**src/rtl/word_assembler.sv**
```systemverilog
// Byte-stream to 32-bit word packer feeding a d/en register stage, with an emitted-word counter.
// Build option: define WORD_ASSEMBLER_BIG_ENDIAN_EN to place the first byte of a word in [31:24].
//
// state | meaning
// FILL  | gathering bytes into the current word
// FULL  | word complete, held on out_d until the downstream takes it

module word_assembler #(
  parameter int WIDTH = 32,
  parameter int CNT_W = 16
) (
  input  logic             clk,
  input  logic             resetn,
  input  logic             in_valid,
  input  logic [7:0]       in_data,
  input  logic             in_last,
  output logic             in_ready,
  input  logic             out_ready,
  output logic             out_en,
  output logic [WIDTH-1:0] out_d,
  output logic [2:0]       out_count,
  output logic [CNT_W-1:0] word_cnt
);

  typedef enum logic {FILL, FULL} state_e;

  state_e           state_q, state_d;
  logic [1:0]       lane_q, lane_d;
  logic [WIDTH-1:0] word_q, word_d;
  logic [2:0]       count_q, count_d;
  logic [CNT_W-1:0] cnt_q, cnt_d;

  logic             accept;
  logic [WIDTH-1:0] word_base;
  logic [1:0]       lane_cur;
  logic [1:0]       lane_sel;

  always_ff @(posedge clk) begin
    if (!resetn) begin
      state_q <= FILL;
      lane_q  <= '0;
      word_q  <= '0;
      count_q <= '0;
      cnt_q   <= '0;
    end else begin
      state_q <= state_d;
      lane_q  <= lane_d;
      word_q  <= word_d;
      count_q <= count_d;
      cnt_q   <= cnt_d;
    end
  end

  always_comb begin
    out_en    = (state_q == FULL) && out_ready;
    in_ready  = (state_q == FILL) || out_en;
    accept    = in_valid && in_ready;

    state_d   = state_q;
    lane_d    = lane_q;
    word_d    = word_q;
    count_d   = count_q;
    cnt_d     = cnt_q;
    word_base = word_q;
    lane_cur  = lane_q;

    // A byte arriving alongside the handoff starts a fresh word from lane 0.
    if (out_en) begin
      state_d   = FILL;
      lane_d    = '0;
      word_d    = '0;
      count_d   = '0;
      cnt_d     = cnt_q + 1'b1;
      word_base = '0;
      lane_cur  = '0;
    end

`ifdef WORD_ASSEMBLER_BIG_ENDIAN_EN
    lane_sel = ~lane_cur;
`else
    lane_sel = lane_cur;
`endif

    if (accept) begin
      word_d = word_base | (WIDTH'(in_data) << {lane_sel, 3'b000});
      if (lane_cur == 2'd3 || in_last) begin
        state_d = FULL;
        count_d = {1'b0, lane_cur} + 3'd1;
        lane_d  = '0;
      end else begin
        lane_d  = lane_cur + 2'd1;
      end
    end
  end

  assign out_d     = word_q;
  assign out_count = count_q;
  assign word_cnt  = cnt_q;

endmodule

```
**config.mk**
```make
export PLATFORM = sky130hd
export DESIGN_NAME = word_assembler
export DESIGN_NICKNAME = d
export VERILOG_FILES = /design/src/rtl/word_assembler.sv
export SDC_FILE = /design/constraint.sdc
export NUM_CORES = 1
export LEC_CHECK = 0
export ABC_AREA = 0
export BUFFER_PORTS_ARGS = -buffer_cell sky130_fd_sc_hd__buf_2
export CORE_ASPECT_RATIO = 1.2
export CORE_MARGIN = 2
export CORE_UTILIZATION = 49
export CTS_BUF_LIST = sky130_fd_sc_hd__clkbuf_16
export DETAILED_ROUTE_END_ITERATION = 16
export PLACE_DENSITY = 0.77
export SYNTH_ARGS = -nofsm -noshare
export SYNTH_HDL_FRONTEND = slang
export SYNTH_SLANG_ARGS = --single-unit
```
**constraint.sdc**
```tcl
create_clock -name clk -period 1.9 [get_ports clk]
set_input_delay 0.19 -clock clk [delete_from_list [all_inputs] [get_ports clk]]
set_output_delay 0.19 -clock clk [all_outputs]
set_load 0.005 [all_outputs]
```
==> flow_summary.yaml <==
drt:
  drt_iter0_markers: 90
  wl_um: 4820
  drt_pre_antenna_iters: 4
  vias_per_cell: 5.46
  route.vias.total: 1907
  count_of_nets_left_with_antenna_violations_after_detail_routing: 0
  routed_wire_length_per_instance_um: 13.8
  drc: 0
clocking:
  tritoncts: "done"
  clock_sinks: 54
  worst_skew_pair.late_latency_ps: 290
  post_cts_resize_count: 0
  postCtsHoldBufs: 0
  clockBufferDepth: 2
  deepest_level_of_the_cts_h_tree: 2
  cts_made_buffers: 5
  postCtsSetupRepairBufs: 0
  cts.clk_slew.worst_paths_ps: 70
  ctsRootBufferMaster: "sky130_fd_sc_hd__clkbuf_16"
synth:
  synthDistinctLibCells: 30
  synthAdderAreaFrac_pct: 0.612
  synth.top_cells.by_area: "sky130_fd_sc_hd__dfxtp_1, sky130_fd_sc_hd__a22oi_1, sky130_fd_sc_hd__nor2_1"
  synth-edff-count: 0
  synth_compound_area_share_pct: 17.7
  synth_fp_nets: 242
  ys.warnings.count: 0
  seq_area_frac_synth_pct: 52.9
  syn_avg_cell_area_um2: 8.97
  synthDominantCellAreaShare_pct: 52.9
  syn_area_mm2: 0.00204
  combinational_family_with_the_most_area_after_synthesis: "simple AND/OR/NAND/NOR gates"
  syn_inst: 228
  synth-seq-cells: 54
  synth-simple-area-share_pct: 21.5
  synth_top_area_cell: "sky130_fd_sc_hd__dfxtp_1"
  synthMuxAreaShare_pct: 0
  synthFlopType: "sky130_fd_sc_hd__dfxtp_1"
  synthXorXnorAreaFrac_pct: 3.86
  post_synthesis_async_set_or_reset_flop_share_pct: 0
grt:
  grt_max_degree: 49
  grt_first_pass_wirelength_um: 7730
  grt.total_usage_pct: 20.8
  overflow: 0
  via_count_of_the_first_global_routing_pass: 1774
  grt_antenna_before_repair: 0
final_layout:
  antenna_diode_count: 0
  nNetsFinal: 308
  stdcell_count: 349
  fill_cells: 368
  finalInstanceArea_mm2: 0.00260
  area.growth.synth_to_final_pct: 27.2
  share_of_post_route_cells_with_drive_strength_above_1_pct: 27.8
worst_setup_path:
  worst_path_largest_cell_delay_ps: 490
  timing.critical_path.to_type: "flip-flop"
  sum_of_buffers_and_inverters_on_the_critical_path: 0
  critPathSlowestCell: "sky130_fd_sc_hd__or4_1"
  crit_path_start_kind: "flip-flop"
  timing.critical_path.fanout_max: 6
  crit_arrival_ps: 1830
  rr_startpoint: "word_cnt[0]"
  chain_of_cells_forming_the_critical_path: "ha_1 > and3_1 > nand3_1 > or4_1 > o21ai_0"
  r2r_end: "word_cnt[10]"
  critical-path-top-delay-family: "simple AND/OR/NAND/NOR gates"
  rr_worst_depth: 5
  cp.required_ps: 2120
  timing.setup.critical_path_class: "reg2reg"
  r2r_setup_slack_ps: 290
timing:
  fin_setup_tns_ps: 0
  holdWs_ps: 168
  fin_crit_ps: 1610
  rsz0062_at_grt: "false"
  period_share_pct: 84.9
  worst_slew_pin_tran_ps: 554
  final-setup-viol-count: 0
  slew_limit_fails: 0
  max_clock_freq_mhz: 620
  slew-limit-headroom_pct: 62.9
  fin_skew_ps: 3.43
  hold_violations: 0
place:
  half_perimeter_wire_length_of_the_detailed_placement_result_um: 3300
  place_inst: 341
  placement.io_buffers: 65
  gp_congestion: 0.884
  dpl-instance-area_mm2: 0.00243
run:
  drv_cap: 0
pwr:
  vdd_drop_max_uv: 686
  power_density_mw_per_mm2: 904
  post-layout-total-power_mw: 2.35
  total_leakage_power_nw: 1.16
floorplan:
  rows: 25
  fp.coreArea_mm2: 0.00397
  io_pins: 66
  die-area_mm2: 0.00471
  die_h_um: 74.8
  die_x_um: 63.0
  start_util_pct: 51.5
worst_hold_path:
  hold_path.class: "in2reg"
  hold_path_startpoint: "resetn"
  hold_end: "out_count[0]"
  worst_hold_path.num_cells: 3
status:
  run_status: "completed"
-- through the flow --
step | setup WS (ps) | utilization (%)
after floorplan | 382 | -
after global placement | 324 | 61.2
after detailed placement | 292 | 61.2
after CTS | 267 | 65.5
after global routing | 93.2 | 65.5
final | 286 | 65.5
-- layout make-up --
class	instances	area, um2	share of cell area [%]
Clock buffer	5	125	4.81
Sequential cell	54	1080	41.6
Timing Repair Buffer	70	363	13.9
Inverter	7	26.3	1.01
Tap cell	54	67.6	2.60
Clock inverter	3	43.8	1.68
Multi-Input combinational cell	156	895	34.4
-- cells in the final DEF, fill, tap and decap left out, types with 4 or more instances in the layout --
master	count
sky130_fd_sc_hd__o21ai_0	6
sky130_fd_sc_hd__nand2_1	13
sky130_fd_sc_hd__or3_1	5
sky130_fd_sc_hd__inv_1	7
sky130_fd_sc_hd__a22oi_1	30
sky130_fd_sc_hd__buf_2	65
sky130_fd_sc_hd__xor2_1	7
sky130_fd_sc_hd__a21oi_1	11
sky130_fd_sc_hd__buf_4	5
sky130_fd_sc_hd__nand3_1	5
sky130_fd_sc_hd__nor2_1	50
sky130_fd_sc_hd__clkbuf_16	5
sky130_fd_sc_hd__dfxtp_1	54
sky130_fd_sc_hd__nand4_1	4
-- worst max-delay path by stage --
| stage | to | cells after the start | start |
|---|---|---|---|
| floorplan | word_cnt[10] | 6 | word_cnt[0] |
| global placement | word_cnt[10] | 5 | word_cnt[0] |
| global route | word_cnt[10] | 5 | word_cnt[0] |
| CTS | word_cnt[10] | 5 | word_cnt[0] |
| finish | word_cnt[10] | 5 | word_cnt[0] |
| detailed placement | word_cnt[10] | 5 | word_cnt[0] |
-- routing by layer --
metal,global-route usage (%),share of wire (%)
met5,0,0
met4,8.89,1.7
met3,4.33,5.4
met2,38.5,52
met1,23.4,41
-- synth_stat cells (2+ instances only) --
master                      instances
sky130_fd_sc_hd__xor2_1             7
sky130_fd_sc_hd__and4_4             2
sky130_fd_sc_hd__a2111oi_0          2
sky130_fd_sc_hd__a22oi_1           30
sky130_fd_sc_hd__or3_1              5
sky130_fd_sc_hd__clkbuf_1           9
sky130_fd_sc_hd__nand2_1           13
sky130_fd_sc_hd__o21ai_0            6
sky130_fd_sc_hd__nand2b_1           3
sky130_fd_sc_hd__a21oi_1           11
sky130_fd_sc_hd__nand4_1            4
sky130_fd_sc_hd__a31oi_1            3
sky130_fd_sc_hd__dfxtp_1           54
sky130_fd_sc_hd__nor2_1            50
sky130_fd_sc_hd__xnor2_1            2
sky130_fd_sc_hd__nand3_1            5
sky130_fd_sc_hd__or4_1              2
sky130_fd_sc_hd__inv_1              7
sky130_fd_sc_hd__and3_1             2
-- power breakdown --
part / internal, mW / switching (mW)
clock network: 0.624 / 0.406
registers: 1.16 / 0.0175
logic: 0.0585 / 0.0891
-- worst min-delay path, cell delays in order --
cell	delay, ps
sky130_fd_sc_hd__buf_2	120
sky130_fd_sc_hd__o21ai_0	60
sky130_fd_sc_hd__a21oi_1	40
-- sequential cells by signal, indices dropped and copies added, names as in the netlist --
register	flops
word_cnt	16
out_d	32
lane_q	2
out_count	3
state_q	1
-- kinds of logic (layout without fill, tap and decap cells) --
group / Yosys count / after routing
flip-flops: 54 / 54
AND/OR/NAND/NOR: 92 / 92
AO/OA/AOI/OAI: 54 / 54
adder cells (fa/ha/maj): 1 / 1
buffers and inverters: 18 / 85
XOR/XNOR: 9 / 9
(Power assumes the default switching activity.)
